==> src/rtl/banked_registerfile_pkg.sv <==
// bexkat1_regfile_pkg: lane codes, clear-FSM states and lane alignment shared by the register file.
package bexkat1_regfile_pkg;

    localparam int MAXW = 64;

    typedef enum logic [1:0] {LANE_NONE, LANE_BYTE, LANE_HALF, LANE_WORD} lane_e;

    typedef enum logic [1:0] {CLR_IDLE, CLR_RUN, CLR_DONE} clr_state_e;

    // Zero-extends the selected lane; callers gate LANE_NONE themselves.
    function automatic logic [MAXW-1:0] align(lane_e code, logic [MAXW-1:0] v);
        return code == LANE_BYTE ? {{(MAXW-8){1'b0}}, v[7:0]} :
               code == LANE_HALF ? {{(MAXW-16){1'b0}}, v[15:0]} : v;
    endfunction

endpackage

==> src/rtl/banked_registerfile_if.sv <==
// banked_registerfile_if: decode/writeback/clear bus of the banked register file.
// Parameters must match those of the banked_registerfile instance it connects to.
interface banked_registerfile_if #(
    parameter int WIDTH  = 32,
    parameter int COUNTP = 4,
    parameter int NREAD  = 3,
    parameter int BANKP  = 1
);
    logic                    supervisor;
    logic [BANKP-1:0]        bank_sel;
    logic [NREAD*COUNTP-1:0] rd_addr;
    logic [NREAD*WIDTH-1:0]  rd_data;
    logic [COUNTP-1:0]       wr_addr;
    logic [WIDTH-1:0]        wr_data;
    logic [1:0]              wr_en;
    logic [WIDTH-1:0]        sp_data_i;
    logic [1:0]              sp_en;
    logic [WIDTH-1:0]        sp_data_o;
    logic                    clr_req;
    logic [BANKP-1:0]        clr_bank;
    logic                    clr_busy;
    logic                    clr_done;

    modport master (
        output supervisor, bank_sel, rd_addr, wr_addr, wr_data, wr_en,
               sp_data_i, sp_en, clr_req, clr_bank,
        input  rd_data, sp_data_o, clr_busy, clr_done
    );

    modport slave (
        input  supervisor, bank_sel, rd_addr, wr_addr, wr_data, wr_en,
               sp_data_i, sp_en, clr_req, clr_bank,
        output rd_data, sp_data_o, clr_busy, clr_done
    );
endinterface

==> src/rtl/banked_registerfile_clear_seq.sv <==
// regfile_clear_seq: walks one bank index per cycle emitting zero-write strobes, then pulses done.
module regfile_clear_seq
    import bexkat1_regfile_pkg::*;
#(
    parameter int COUNTP = 4,
    parameter int BANKP  = 1
) (
    input  logic              clk_i,
    input  logic              rst_i,
    input  logic              i_req,
    input  logic [BANKP-1:0]  i_bank,
    output logic              o_busy,
    output logic              o_done,
    output logic              o_we,
    output logic [BANKP-1:0]  o_bank,
    output logic [COUNTP-1:0] o_idx
);
    clr_state_e        r_state, w_state;
    logic [COUNTP-1:0] r_idx, w_idx;
    logic [BANKP-1:0]  r_bank, w_bank;

    always_ff @(posedge clk_i) begin
        if (rst_i) begin
            r_state <= CLR_IDLE;
            r_idx   <= '0;
            r_bank  <= '0;
        end else begin
            r_state <= w_state;
            r_idx   <= w_idx;
            r_bank  <= w_bank;
        end
    end

    always_comb begin
        w_state = r_state;
        w_idx   = r_idx;
        w_bank  = r_bank;
        case (r_state)
            CLR_IDLE: if (i_req) begin
                w_state = CLR_RUN;
                w_idx   = '0;
                w_bank  = i_bank;
            end
            CLR_RUN: begin
                w_state = &r_idx ? CLR_DONE : CLR_RUN;
                w_idx   = r_idx + 1'b1;
            end
            default: w_state = CLR_IDLE;
        endcase
    end

    assign o_we   = r_state == CLR_RUN;
    assign o_busy = r_state != CLR_IDLE;
    assign o_done = r_state == CLR_DONE;
    assign o_bank = r_bank;
    assign o_idx  = r_idx;
endmodule

==> src/rtl/banked_registerfile.sv <==
// banked_registerfile: NBANK register banks plus supervisor SP, lane writes, SP port and bank clear.
// Define REGFILE_BYPASS_EN to forward same-cycle writes to the read ports and sp_data_o.
module banked_registerfile
    import bexkat1_regfile_pkg::*;
#(
    parameter int WIDTH  = 32,
    parameter int COUNTP = 4,
    parameter int SPREG  = 15,
    parameter int NREAD  = 3,
    parameter int BANKP  = 1
) (
    input  logic clk_i,
    input  logic rst_i,
    banked_registerfile_if.slave bus
);
    localparam int COUNT = 2**COUNTP;
    localparam int NBANK = 2**BANKP;
    localparam logic [COUNTP-1:0] SP_IDX = COUNTP'(SPREG);

    logic [WIDTH-1:0]  r_bank [NBANK][COUNT];
    logic [WIDTH-1:0]  r_ssp;
    logic [WIDTH-1:0]  w_wr_val, w_sp_val, w_sp_st;
    logic              w_wr, w_sp, w_wr_ssp;
    logic              w_clr_we;
    logic [BANKP-1:0]  w_clr_bank;
    logic [COUNTP-1:0] w_clr_idx;
    logic [COUNTP-1:0] w_ra [NREAD];
    logic [WIDTH-1:0]  w_st [NREAD];
    logic [WIDTH-1:0]  w_rv [NREAD];

    assign w_wr     = bus.wr_en != 2'd0;
    assign w_sp     = bus.sp_en != 2'd0;
    assign w_wr_val = WIDTH'(align(lane_e'(bus.wr_en), MAXW'(bus.wr_data)));
    assign w_sp_val = WIDTH'(align(lane_e'(bus.sp_en), MAXW'(bus.sp_data_i)));
    assign w_wr_ssp = bus.supervisor && bus.wr_addr == SP_IDX;

    regfile_clear_seq #(.COUNTP(COUNTP), .BANKP(BANKP)) u_clr (
        .clk_i  (clk_i),
        .rst_i  (rst_i),
        .i_req  (bus.clr_req),
        .i_bank (bus.clr_bank),
        .o_busy (bus.clr_busy),
        .o_done (bus.clr_done),
        .o_we   (w_clr_we),
        .o_bank (w_clr_bank),
        .o_idx  (w_clr_idx)
    );

    // Later assignments take precedence: clear < general write < SP write.
    always_ff @(posedge clk_i) begin
        if (rst_i) begin
            r_ssp <= '0;
            for (int b = 0; b < NBANK; b++)
                for (int i = 0; i < COUNT; i++)
                    r_bank[b][i] <= '0;
        end else begin
            if (w_clr_we)
                r_bank[w_clr_bank][w_clr_idx] <= '0;
            if (w_wr && w_wr_ssp)
                r_ssp <= w_wr_val;
            else if (w_wr)
                r_bank[bus.bank_sel][bus.wr_addr] <= w_wr_val;
            if (w_sp && bus.supervisor)
                r_ssp <= w_sp_val;
            else if (w_sp)
                r_bank[bus.bank_sel][SP_IDX] <= w_sp_val;
        end
    end

    for (genvar k = 0; k < NREAD; k++) begin : g_rd
        assign w_ra[k] = bus.rd_addr[k*COUNTP +: COUNTP];
        assign w_st[k] = (bus.supervisor && w_ra[k] == SP_IDX) ? r_ssp : r_bank[bus.bank_sel][w_ra[k]];
`ifdef REGFILE_BYPASS_EN
        assign w_rv[k] = (w_sp && w_ra[k] == SP_IDX) ? w_sp_val :
                         (w_wr && w_ra[k] == bus.wr_addr) ? w_wr_val : w_st[k];
`else
        assign w_rv[k] = w_st[k];
`endif
    end

    always_comb begin
        bus.rd_data = '0;
        for (int k = 0; k < NREAD; k++)
            bus.rd_data[k*WIDTH +: WIDTH] = w_rv[k];
    end

    assign w_sp_st = bus.supervisor ? r_ssp : r_bank[bus.bank_sel][SP_IDX];
`ifdef REGFILE_BYPASS_EN
    assign bus.sp_data_o = w_sp ? w_sp_val : (w_wr && bus.wr_addr == SP_IDX) ? w_wr_val : w_sp_st;
`else
    assign bus.sp_data_o = w_sp_st;
`endif
endmodule

==> src/flat_wrapper.sv <==
// flat-port wrapper written by rule: the top's interface ports become plain ports
module banked_registerfile_flat import bexkat1_regfile_pkg::*;
#(
    parameter int WIDTH  = 32,
    parameter int COUNTP = 4,
    parameter int SPREG  = 15,
    parameter int NREAD  = 3,
    parameter int BANKP  = 1
)
  (clk_i, rst_i, bus_supervisor, bus_bank_sel, bus_rd_addr, bus_wr_addr, bus_wr_data, bus_wr_en, bus_sp_data_i, bus_sp_en, bus_clr_req, bus_clr_bank, bus_rd_data, bus_sp_data_o, bus_clr_busy, bus_clr_done);
  banked_registerfile_if #(.WIDTH(WIDTH), .COUNTP(COUNTP), .NREAD(NREAD), .BANKP(BANKP)) bus_i ();
  input  logic clk_i;
  input  logic rst_i;
  input wire logic [$bits(bus_i.supervisor)-1:0] bus_supervisor;
  input wire logic [$bits(bus_i.bank_sel)-1:0] bus_bank_sel;
  input wire logic [$bits(bus_i.rd_addr)-1:0] bus_rd_addr;
  input wire logic [$bits(bus_i.wr_addr)-1:0] bus_wr_addr;
  input wire logic [$bits(bus_i.wr_data)-1:0] bus_wr_data;
  input wire logic [$bits(bus_i.wr_en)-1:0] bus_wr_en;
  input wire logic [$bits(bus_i.sp_data_i)-1:0] bus_sp_data_i;
  input wire logic [$bits(bus_i.sp_en)-1:0] bus_sp_en;
  input wire logic [$bits(bus_i.clr_req)-1:0] bus_clr_req;
  input wire logic [$bits(bus_i.clr_bank)-1:0] bus_clr_bank;
  output wire logic [$bits(bus_i.rd_data)-1:0] bus_rd_data;
  output wire logic [$bits(bus_i.sp_data_o)-1:0] bus_sp_data_o;
  output wire logic [$bits(bus_i.clr_busy)-1:0] bus_clr_busy;
  output wire logic [$bits(bus_i.clr_done)-1:0] bus_clr_done;
  assign bus_i.supervisor = bus_supervisor;
  assign bus_i.bank_sel = bus_bank_sel;
  assign bus_i.rd_addr = bus_rd_addr;
  assign bus_i.wr_addr = bus_wr_addr;
  assign bus_i.wr_data = bus_wr_data;
  assign bus_i.wr_en = bus_wr_en;
  assign bus_i.sp_data_i = bus_sp_data_i;
  assign bus_i.sp_en = bus_sp_en;
  assign bus_i.clr_req = bus_clr_req;
  assign bus_i.clr_bank = bus_clr_bank;
  assign bus_rd_data = bus_i.rd_data;
  assign bus_sp_data_o = bus_i.sp_data_o;
  assign bus_clr_busy = bus_i.clr_busy;
  assign bus_clr_done = bus_i.clr_done;
  banked_registerfile #(.WIDTH(WIDTH), .COUNTP(COUNTP), .SPREG(SPREG), .NREAD(NREAD), .BANKP(BANKP)) u_core (.clk_i(clk_i), .rst_i(rst_i), .bus(bus_i));
endmodule
==> config.mk <==
export PLATFORM = sky130hd
export DESIGN_NAME = banked_registerfile_flat
export DESIGN_NICKNAME = d
export VERILOG_FILES = /design/src/rtl/banked_registerfile_pkg.sv /design/src/rtl/banked_registerfile_if.sv /design/src/rtl/banked_registerfile_clear_seq.sv /design/src/rtl/banked_registerfile.sv /design/src/flat_wrapper.sv
export SDC_FILE = /design/constraint.sdc
export NUM_CORES = 2
export LEC_CHECK = 0
export CORE_MARGIN = 2
export CORE_UTILIZATION = 55
export DETAILED_ROUTE_END_ITERATION = 6
export PLACE_DENSITY_LB_ADDON = 0.2
export SETUP_SLACK_MARGIN = 0.5
export SLEW_MARGIN = 30
export SYNTH_ARGS = -nofsm -noshare
export SYNTH_HDL_FRONTEND = slang
export SYNTH_SLANG_ARGS = --single-unit
export TNS_END_PERCENT = 30
==> constraint.sdc <==
create_clock -name clk_i -period 4.35 [get_ports clk_i]
set_input_delay 0.87 -clock clk_i [delete_from_list [all_inputs] [get_ports clk_i]]
set_output_delay 0.87 -clock clk_i [all_outputs]
set_load 0.1 [all_outputs]
* Yosys cells after proc, flatten, opt, wreduce, memory -nomap -nowiden
Memories as Yosys holds them, arrays and structs flattened.
Cells that the tools add are included.
** Operators by class
- Multiplexer cells :: 79
- Bitwise gates (word level) :: 37
- $lt $le $gt $ge :: 7
- Equal/unequal tests :: 11
- Reductions and logical operators :: 19
- Add/subtract/negate cells :: 1
** Operators by type and width (number)
- 2-to-1 mux 512 bit :: 6
- OR reduction 512 bit :: 2
- 2-to-1 mux 32 bit :: 18
- binary-select mux 32 bit (select 4 bit) :: 3
- demux 32 bit (select 4 bit) :: 2
- 2-to-1 mux 1 bit :: 45
- OR 1 bit :: 32
- >= comparator 5 bit, second input constant :: 5
- NOT 4 -> 5 bit :: 5
- == test 4 bit, second input constant :: 4
- < comparator 5 x 1 -> 1 bit, second input constant :: 2
- nonzero test 2 bit :: 5
- logical AND 1 bit :: 8
- case mux 4 bit (2 select lines) :: 1
- == test 2 x 1 -> 1 bit, second input constant :: 3
- == test 2 bit, second input constant :: 3
- adder 4 x 1 -> 4 bit, second input constant :: 1
- 2-to-1 mux 2 bit :: 2
- 2-to-1 mux 4 bit :: 1
- case mux 2 bit (2 select lines) :: 1
- AND reduction 2 bit :: 2
- AND reduction 4 bit :: 1
- logical NOT 2 bit :: 1
- != test 2 bit, second input constant :: 1
** Storage, ports and cells
- Memories kept :: 1
- Logic and storage cells :: 159
- Bits in writable memories :: 1024
- Output and inout bits :: 130
- Bits in registers :: 39
- Bits of input ports :: 90
** Memories
- u_core.r_bank :: depth 2, width 512, rd ports 1, clocked after memory_dff 0, wr ports 2, RTL line banked_registerfile.sv:20 : logic [WIDTH-1:0] r_bank [NBANK][COUNT];

* Depth between registers and ports, before layout
- Word-level depth :: 9
- Mapped depth :: 9
- Mapped depth without buffers :: 5

* By module
From an unflattened synthesis, not the netlist that was laid out.
** Unflattened totals
- Cell total of the unflattened synthesis :: 5015
- Area total of the unflattened synthesis :: 55269.3 µm²
** Modules (own cells, without submodules)
- banked_registerfile :: area each 54943.9 µm², cells an instance 4981, sequential area each 31390.1 µm², times used 1
- regfile_clear_seq :: area each 325.3 µm², cells an instance 34, sequential area each 140.1 µm², times used 1

* Least setup slack after synthesis
OpenSTA, ideal clock, no wires.
- Path type :: in2out
- From :: input port bus_bank_sel
- To :: output port bus_sp_data_o[12]
- Data required time :: 3480 ps
- Stages on the path :: 8
- Path slack :: -669 ps
- Arrival :: 4149 ps
- Cell sequence :: buf_2 buf_6 buf_6 buf_6 buf_2 buf_2 mux2i_1 o21ai_0
** On the way
- Word-level cells in the longest chain between the ends :: 2
** Ends and longest elaborated chain
- from (decl) :: RTL line flat_wrapper.sv:15 : input wire logic [$bits(bus_i.bank_sel)-1:0] bus_bank_sel;
- memory read (2 x 512 bit)
- 2-to-1 mux 32 bit :: RTL line banked_registerfile.sv:87 : assign w_sp_st = bus.supervisor ? r_ssp : r_bank[bus.bank_sel][SP_IDX];
- to (decl) :: RTL line flat_wrapper.sv:25 : output wire logic [$bits(bus_i.sp_data_o)-1:0] bus_sp_data_o;
No other way between the ends.

* Worst setup path in the final report
- From :: input port bus_bank_sel
- To :: output port bus_rd_data[72]
** On the way
- Word-level cells in the longest chain between the ends :: 5
** Ends and longest elaborated chain
- memory read (2 x 512 bit)
- binary-select mux 32 bit (select 4 bit) :: RTL line banked_registerfile.sv:72 : assign w_st[k] = (bus.supervisor && w_ra[k] == SP_IDX) ? r_ssp : r_bank[bus.bank_sel][w_ra[k]];
- 2-to-1 mux 32 bit (implied by the code) (2 in a row) :: RTL line banked_registerfile.sv:72
- 2-to-1 mux 32 bit :: RTL line banked_registerfile.sv:72
- to (decl) :: RTL line flat_wrapper.sv:24 : output wire logic [$bits(bus_i.rd_data)-1:0] bus_rd_data;
No other way between the ends. The select of a mux whose other input is x is not followed.

==> results.toml <==
[sta]
hold_viol = 0
tightest_slew_ns = 0.992
slew_viol_final = 0
period_minus_slack_ns = 3.98
setup_viol_count_final = 0
fmax_mhz = 251
maxSlewHeadroom_pct = 33.9
fin_crit_sh_pct = 91.6
hold_slack_ns = 0.515
finalClockSkew_ns = 0.0253
rsz0062_at_grt = "true"

[setup_path]
worstSetupEndpointType = "primary output"
critPathMaxFanout = 14
crit_chain = "buf_16 > buf_16 > mux4_2 > a22oi_1 > nand4_1 > mux2_2 > buf_12"
required_ns = 3.48
setup.worst_path.start_class = "input pin"
slowest_delay_ns = 0.52
crit_arrival_ns = 3.11
crit_top_cell = "buf_16"
critical_path_class = "input pin to primary output"
worst_path_max_delay_cell = "mux4_2"

[clock_tree]
cts_tree = "yes"
clockBufferDepth = 3
holdBufCountCts = 0
cts_num_sinks = 1063
root_buffer = "clkbuf_16"
clkLatencyLatePin_ns = 0.72
cts_buffers = 113
cts-htree-levels = 3
clk_pin_slew_worst_paths_ns = 0.06

[die]
row_count = 124
core_mm2 = 0.114
die_h_um = 343
dieWidth_um = 343
dieArea_mm2 = 0.118
start_util_pct = 55.4
ios = 220

[yosys]
async_flop_share_pct = 0
synthDominantCellAreaShare_pct = 48.5
synth_edf_count = 1024
synth_area_per_cell_um2 = 14.1
synth_top_area_cell = "edfxtp_1"
synth_warnings = 0
yosysUniqueCellTypes = 52
yosysSeqAreaShare_pct = 49.7
syn_nets = 4601
syn_area_mm2 = 0.0634
synth_area_leaders = "edfxtp_1 (49%), mux4_2 (27%), nor2_1 (4.8%)"
synth_seq_cells = 1063
syn_inst = 4507
synth_common_cells = "edfxtp_1 (1024), nor2_1 (805), mux4_2 (769)"
synthFlopType = "edfxtp_1"
synth_most_common_cell = "edfxtp_1"

[run]
max_cap_viol_count = 0

[route]
drt_iter0_markers = 9932
routed_wl_um = 257000
vias = 50200
wl_per_cell_um = 40.9
drc = 0
vias_per_cell = 7.99
drt-pass1-iter-count = 6
antenna_left = 0

[pwr]
p_leak_nw = 25.9
p_total_mw = 29.4
pwr_density_cell_mw_per_mm2 = 390
ir_drop_mv = 0.347

[final_layout]
final_core_util_pct = 65.9
multi_input_area_mm2 = 0.0300
final_nets = 4766
drive_gt1_share_pct = 35.7
regArea_mm2 = 0.0315
area_growth_pct = 18.8
nFillCells = 7859

[grt]
grt-ovfl-total = 0
grt_max_degree = 66
grt_pass1_wl_um = 355000
grt_use_total_pct = 43.3
antenna_found_initial = 9
grt_pass1_vias = 48300

[worst_hold_path]
hold_class = "flop to flop"

[placed_design]
globalplace.congestion = 0.942
dpl.hpwl_um = 156000
io_buffers = 219

[outcome]
status = "finished clean"
[final cells by class]
| cell class | instances | share of cell area, % |
|---|---|---|
| inverter | 18 | 0.0897 |
| multi-input combinational | 2881 | 39.8 |
| clock inverter | 61 | 1.08 |
| tap | 1512 | 2.51 |
| timing repair buffer | 595 | 10.5 |
| antenna | 3 | 0.00997 |
| clock buffer | 152 | 4.17 |
| sequential | 1063 | 41.9 |
[routing by layer]
metal  part of all wire [%]  up-vias  wire length (um)  global-route usage (%)
li1                       -    18600                 -                       -
met2                     42     5662            109000                    61.5
met1                     30    24600             78000                    54.3
met5                  0.023        -                58                       0
met3                     19     1313             48500                    18.3
met4                    8.3        8             21200                    29.1
[repair_timing]
item / in CTS / in global routing
cloned: 6 / 6
resized for setup: 33 / 70
pin swaps: 2 / 10
endpoints found under the setup margin: 96 / 84
buffers inserted: 11 / 5
[placed cells by master, fill, tap and decap left out, types with 20 or more instances in the layout]
cell	instances
a211oi_1	33
a21oi_1	62
a22oi_1	280
a22oi_2	32
and3_1	251
buf_12	213
buf_4	255
bufinv_16	20
clkbuf_1	27
clkbuf_16	123
clkdlybuf4s50_1	72
clkinv_2	22
dfxtp_1	39
edfxtp_1	1024
mux2_2	93
mux2i_1	34
mux4_2	769
nand2_1	69
nand2_2	39
nand3_1	43
nand4_1	78
nor2_1	803
nor3_1	26
o21a_1	24
o22a_1	31
o22ai_1	62
[state kept, by name (all words and copies together) (netlist names)]
| register | cells |
|---|---|
| u_core.u_clr.r_state | 2 |
| u_core.u_clr.o_idx | 4 |
| u_core.r_ssp | 32 |
| u_core.u_clr.o_bank | 1 |
| u_core.r_bank | 1024 |
[worst max-delay path: cells and delay by family]
kind | cells | cell delay, ns
multiplexers | 2 | 0.89
AO/OA/AOI/OAI | 1 | 0.49
buffers and inverters | 3 | 0.55
AND/OR/NAND/NOR | 1 | 0.28
[cells by family after synthesis]
kind of cell / Yosys count / synth area share [%]
and+or+nand+nor: 1393 / 10.2
DFF: 1063 / 49.7
muxes: 902 / 29.6
AOI/OAI and AO/OA: 580 / 6.50
buffers and inverters: 563 / 3.85
adders and majority gates: 4 / 0.0790
xor gates and xnor gates: 2 / 0.0276
[metrics by stage]
stage	instance area [um2]	worst slack, ns	TNS [ns]	instances
final	75300	0.366	0	6285
after global routing	75300	0.418	0	6283
after CTS	74900	0.372	0	6271
after detailed placement	70500	0.153	0	6041
after global placement	70500	0.130	0	6041
after floorplan	63400	-0.0746	-0.457	4507
[power by group]
group | switching [mW] | internal (mW)
Sequential | 0.477 | 11.8
Combinational | 4.00 | 2.69
Clock | 4.23 | 6.22
Total | 8.71 | 20.7
[worst paths after layout]
path / depth (start not counted) / end / startpoint / slack, ns
worst max-delay path: 7 / bus_rd_data[72] / bus_bank_sel / 0.37
worst min-delay path: 2 / u_core.u_clr.o_bank / u_core.u_clr.o_bank / 0.52
worst max register to register: 5 / u_core.r_bank[0][46] / u_core.u_clr.r_state[0] / 1.84
worst min register to register: 2 / u_core.u_clr.o_bank / u_core.u_clr.o_bank / 0.52
Note: power is estimated with default switching activity, not from simulation.
